**src/rtl/pwm_deadtime_gen.sv**
```systemverilog
// Complementary PWM gate pair with dead-time insertion, valley-aligned
// double-buffered duty command and a latched fault shutdown.
module pwm_deadtime_gen #(
  parameter int BIT_WIDTH = 16,
  parameter int DT_WIDTH  = 8
) (
  input  logic                 MClk,
  input  logic                 Rst,
  input  logic                 En,
  input  logic [BIT_WIDTH-1:0] TWave,
  input  logic [BIT_WIDTH-1:0] UpperLimit,
  input  logic [BIT_WIDTH-1:0] LowerLimit,
  input  logic [BIT_WIDTH-1:0] DutyCmd,
  input  logic                 DutyLoad,
  input  logic [DT_WIDTH-1:0]  DeadTime,
  input  logic                 FaultIn,
  input  logic                 FaultClr,
  output logic                 PwmHi,
  output logic                 PwmLo,
  output logic [BIT_WIDTH-1:0] DutyActive,
  output logic                 Fault
);

  typedef enum logic [2:0] {
    IDLE  = 3'd0,
    LO_ON = 3'd1,
    DT_HI = 3'd2,
    HI_ON = 3'd3,
    DT_LO = 3'd4
  } stateT;

  stateT                state;
  logic [DT_WIDTH-1:0]  cnt;
  logic [BIT_WIDTH-1:0] tWavePrev;
  logic                 dir;
  logic [BIT_WIDTH-1:0] shadow;
  logic                 pending;

  logic rising;
  logic falling;
  logic valley;
  logic transfer;
  logic raw;
  logic forceIdle;

  assign rising   = (TWave > tWavePrev);
  assign falling  = (TWave < tWavePrev);
  // Valley: carrier was heading down and has just turned upward.
  assign valley   = ~dir & rising;
  // Shadow reaches the compare register at a valley, or freely while idle.
  assign transfer = (state == IDLE) | (valley & pending);
  // Limits pin the extremes so 0 % / 100 % hold even if the carrier overshoots.
  assign raw      = (DutyActive > UpperLimit) ? 1'b1 :
                    (DutyActive <= LowerLimit) ? 1'b0 :
                    (TWave < DutyActive);
  // A fault arriving this cycle shuts the gates at the same edge it latches.
  assign forceIdle = ~En | Fault | FaultIn;

  // Track previous carrier sample and slope direction.
  always_ff @(posedge MClk or posedge Rst) begin
    if (Rst) begin
      tWavePrev <= '0;
      dir       <= 1'b0;
    end else begin
      tWavePrev <= TWave;
      if (rising) begin
        dir <= 1'b1;
      end else if (falling) begin
        dir <= 1'b0;
      end
    end
  end

  // Shadow register capture; a same-cycle load keeps Pending set for the new value.
  always_ff @(posedge MClk or posedge Rst) begin
    if (Rst) begin
      shadow  <= '0;
      pending <= 1'b0;
    end else if (DutyLoad) begin
      shadow  <= DutyCmd;
      pending <= 1'b1;
    end else if (transfer) begin
      pending <= 1'b0;
    end
  end

  // Active compare value, updated from the shadow register.
  always_ff @(posedge MClk or posedge Rst) begin
    if (Rst) begin
      DutyActive <= '0;
    end else if (transfer) begin
      DutyActive <= shadow;
    end
  end

  // Fault latch: set dominates a simultaneous clear.
  always_ff @(posedge MClk or posedge Rst) begin
    if (Rst) begin
      Fault <= 1'b0;
    end else if (FaultIn) begin
      Fault <= 1'b1;
    end else if (FaultClr) begin
      Fault <= 1'b0;
    end
  end

  // Gate sequencer with dead-time counter; gates registered with the state.
  always_ff @(posedge MClk or posedge Rst) begin
    if (Rst) begin
      state <= IDLE;
      cnt   <= '0;
      PwmHi <= 1'b0;
      PwmLo <= 1'b0;
    end else begin
      PwmHi <= 1'b0;
      PwmLo <= 1'b0;
      if (forceIdle) begin
        state <= IDLE;
      end else begin
        case (state)
          IDLE: begin
            state <= DT_LO;
            cnt   <= DeadTime;
          end
          LO_ON: begin
            if (raw) begin
              state <= DT_HI;
              cnt   <= DeadTime;
            end else begin
              PwmLo <= 1'b1;
            end
          end
          DT_HI: begin
            if (!raw) begin
              state <= LO_ON;
              PwmLo <= 1'b1;
            end else if (cnt == '0) begin
              state <= HI_ON;
              PwmHi <= 1'b1;
            end else begin
              cnt <= cnt - DT_WIDTH'(1);
            end
          end
          HI_ON: begin
            if (!raw) begin
              state <= DT_LO;
              cnt   <= DeadTime;
            end else begin
              PwmHi <= 1'b1;
            end
          end
          DT_LO: begin
            if (cnt == '0) begin
              if (raw) begin
                state <= DT_HI;
                cnt   <= DeadTime;
              end else begin
                state <= LO_ON;
                PwmLo <= 1'b1;
              end
            end else begin
              cnt <= cnt - DT_WIDTH'(1);
            end
          end
          default: begin
            state <= IDLE;
          end
        endcase
      end
    end
  end

endmodule
```
**config.mk**
```make
export PLATFORM = sky130hd
export DESIGN_NAME = pwm_deadtime_gen
export DESIGN_NICKNAME = d
export VERILOG_FILES = /design/src/rtl/pwm_deadtime_gen.sv
export SDC_FILE = /design/constraint.sdc
export NUM_CORES = 1
export LEC_CHECK = 0
export ABC_CLOCK_PERIOD_IN_PS = 5000
export CAP_MARGIN = 20
export CELL_PAD_IN_SITES_DETAIL_PLACEMENT = 1
export CELL_PAD_IN_SITES_GLOBAL_PLACEMENT = 1
export CORE_MARGIN = 1.5
export CORE_UTILIZATION = 30
export DETAILED_ROUTE_END_ITERATION = 6
export PLACE_DENSITY = 0.68
export SYNTH_ARGS = -nofsm -noshare
export SYNTH_HDL_FRONTEND = slang
export SYNTH_SLANG_ARGS = --single-unit
```
**constraint.sdc**
```tcl
create_clock -name MClk -period 5 [get_ports MClk]
set_clock_uncertainty 0.15 [all_clocks]
set_input_delay 0.5 -clock MClk [delete_from_list [all_inputs] [get_ports MClk]]
set_output_delay 0.5 -clock MClk [all_outputs]
set_load 0.005 [all_outputs]
```
==> metrics.txt <==
Clock transition at path regs=around 60 ps; Setup violations, final=0; Placed Area=roughly 5500 um2; cts hold-fix bufs=0; crit path DAT=between 3000 and 4000 ps; Max clock buf depth=2; area of the multi-input gates=~2500 um2; final setup margin=~1700 ps; gr ovfl total=0; startpoint types=primary input; Max-cap violations=0; worst skew pair latency=between 300 and 400 ps; Crit. End Element=flip-flop; Vias/cell=roughly 5; post-synth top area cell=dfrtp_1; Hold Violations, Final=0; library cells used by synthesis=65; Post-synth ARST share=1.00; # H-tree levels=3; outcome=finished, final reports clean; DP Cell Count=between 700 and 800; CTS root buf=clkbuf_16; Synth-to-Final Area Change=32.8%; pwr/cell area=around 310 nW/um2; Syn Inst Count=between 400 and 500; Mapped Area=about 4400 um2; DR vias=between 3000 and 4000; Post-synth EDFFs=0; TritonCTS sink count=64; Crit-path slowest cell=clkdlybuf4s50_1; Warnings, synthesis=0; cts repair resizes=0; CTS tree=done; Nets=between 600 and 700; CP top delay family=compound AO/OA/AOI/OAI gates; final instance area=roughly 6000 um2; Slew @ Worst Pin=around 970 ps; vias in the first global route=around 4200; Buf/Inv on CP=2; fillcell total=around 1600; I/O Pins=97; Mapped Avg Cell Area=about 10 um2; WL final=12600 um; setup TNS=0 ps; Slew headroom=0.351; register bit total from synthesis=64; main flop type after synthesis=dfrtp_1; core box area=~14000 um2; CP peak stage delay=roughly 450 ps; top cell type's share of synthesized area=0.362; global-route wire length before repair=between 20000 and 25000 um; Req. time, crit path=about 5100 ps; TritonCTS buffer count=9; Seq. cell area=1600 um2; Max rail drop VDD=roughly 0.00016 V; Peak Freq=approximately 0.3 GHz; Hold Path Class=reg2reg; FP Rows=44; sequential area share after synthesis=0.362; RD Place Congestion=between 0.8 and 0.9; GRT Util Overall=0.171; Detailed Routing Iterations Pass 1=4; layout cells sized above 1=0.126; Synth area leaders=dfrtp_1 (36%), ha_1 (18%), mux2_2 (7.9%); DR WL/cell=roughly 17 um; Final Slew Violations=0; initial detailed-routing violation count=~140; Leak=2.67 nW; RSZ-0062 raised after global routing=no; Cell Chain, Critical Path=clkdlybuf4s50_1 -> inv_1 -> ha_1 -> nand4_1 -> nor2_1 -> a221o_1 -> o31a_4 -> a22o_4 -> a32oi_2 -> nor2b_2 -> nor2_2 -> a2bb2oi_2; pre-CTS setup slack=roughly 1400 ps; Die Width=~120 um; initial antenna violation count=0; DP HPWL=roughly 10000 um; Initial Util=0.305; Final ANT Viol Nets=0; Setup Fix Bufs, Post-CTS=0; Die Y=124 um; critical path class=in2reg; CP max FO=7; Final Critical Period=3280 ps; die area=15500 um2; PortBufs=96; Post-Layout Cell Count=739; ANT cells=0; Syn Nets=~590; pin count of the biggest net entering global routing=42; overall power=between 1.5 and 2 mW; drt drc=0; Final period util=0.656
==> area by class of cell <==
cell class / instances / area share
Inverter: 72 / 0.0460
Clock inverter: 6 / 0.0158
Multi-Input combinational cell: 306 / 0.421
Tap cell: 184 / 0.0392
Sequential cell: 64 / 0.273
Timing Repair Buffer: 97 / 0.165
Clock buffer: 10 / 0.0407
==> synthesized netlist by cell type, types with 2 or more instances <==
library cell  count
a211oi_1          2
a21o_1            4
a21oi_1          35
a21oi_2           4
a22oi_1           2
a31oi_1           2
and2_1            2
buf_1             2
buf_6             4
clkbuf_1          2
dfrtp_1          64
ha_1             64
inv_1            72
mux2_2           31
nand2_1          21
nand2b_1          4
nand3_1           7
nand4_1          10
nor2_1           26
nor2_2            2
nor2b_1           4
nor3_1            8
nor3b_1           2
nor4_1            3
o211ai_1          3
o21a_1            5
o21ai_0          10
o21ai_1           6
o21bai_1          2
o22a_1            2
o22ai_1           3
o2bb2ai_1         6
o31ai_1           2
or3_1             3
xnor2_1           3
==> state kept, by name, summed over array words and instances (netlist names) <==
register    count
tWavePrev      16
Fault           1
DutyActive     16
pending         1
shadow         16
PwmLo           1
cnt             8
state           3
PwmHi           1
dir             1
==> per-layer routing <==
| metal | vias up | track usage | share of wire |
|---|---|---|---|
| li1 | 1793 | - | - |
| met1 | 1847 | 0.193 | 0.41 |
| met2 | 75 | 0.321 | 0.53 |
| met3 | 16 | 0.0365 | 0.036 |
| met4 | 0 | 0.0534 | 0.018 |
| met5 | - | 0 | 0 |
==> worst paths after layout <==
check	start	to	slack, ps	cells past startpoint
setup / recovery	LowerLimit[14]	cnt[4]	1720	12
hold / removal	shadow[2]	DutyActive[2]	350	1
setup reg to reg	DutyActive[7]	cnt[4]	1940	10
hold reg to reg	shadow[2]	DutyActive[2]	350	1
max in group asynchronous	Rst	tWavePrev[15]	3370	3
min in group asynchronous	Rst	shadow[5]	380	2
==> cell families after synthesis <==
logic type | after synthesis | synth area share
flops | 64 | 0.362
simple gates | 101 | 0.119
compound gates | 104 | 0.167
buf+inv | 82 | 0.0789
mux | 33 | 0.0838
xor+xnor | 4 | 0.00792
fa+ha+maj | 64 | 0.181
==> metrics by stage <==
step	util	hold WS [ps]
floorplan	-	310
global placement	0.383	332
detailed placement	0.383	344
CTS	0.406	356
global route	0.406	368
finish	0.406	350
==> power by group <==
part           switching (mW)  total, mW  internal (mW)  leakage, nW
combinational           0.229      0.493          0.264         1.75
sequential             0.0751      0.655          0.580        0.760
clock                   0.240      0.691          0.451        0.155
==> cell usage in the layout (no fill, tap or decap), types with 3 or more instances in the layout <==
cell type / synthesis / routed
xnor2_1: 3 / 3
a21o_1: 4 / 4
a21oi_1: 35 / 35
nor3_1: 8 / 8
o21a_1: 5 / 5
nor4_1: 3 / 3
mux2_2: 31 / 31
o22ai_1: 3 / 3
a21oi_2: 4 / 4
o211ai_1: 3 / 3
nand2b_1: 4 / 4
dfrtp_1: 64 / 64
or3_1: 3 / 3
inv_1: 72 / 71
nor2_1: 26 / 26
ha_1: 64 / 64
nor2b_1: 4 / 4
clkbuf_16: 0 / 9
nand2_1: 21 / 21
o21ai_1: 6 / 6
o2bb2ai_1: 6 / 6
nand4_1: 10 / 10
clkdlybuf4s50_1: 0 / 96
o21ai_0: 10 / 10
nand3_1: 7 / 7
No activity file was read; power rests on OpenSTA's default activity.
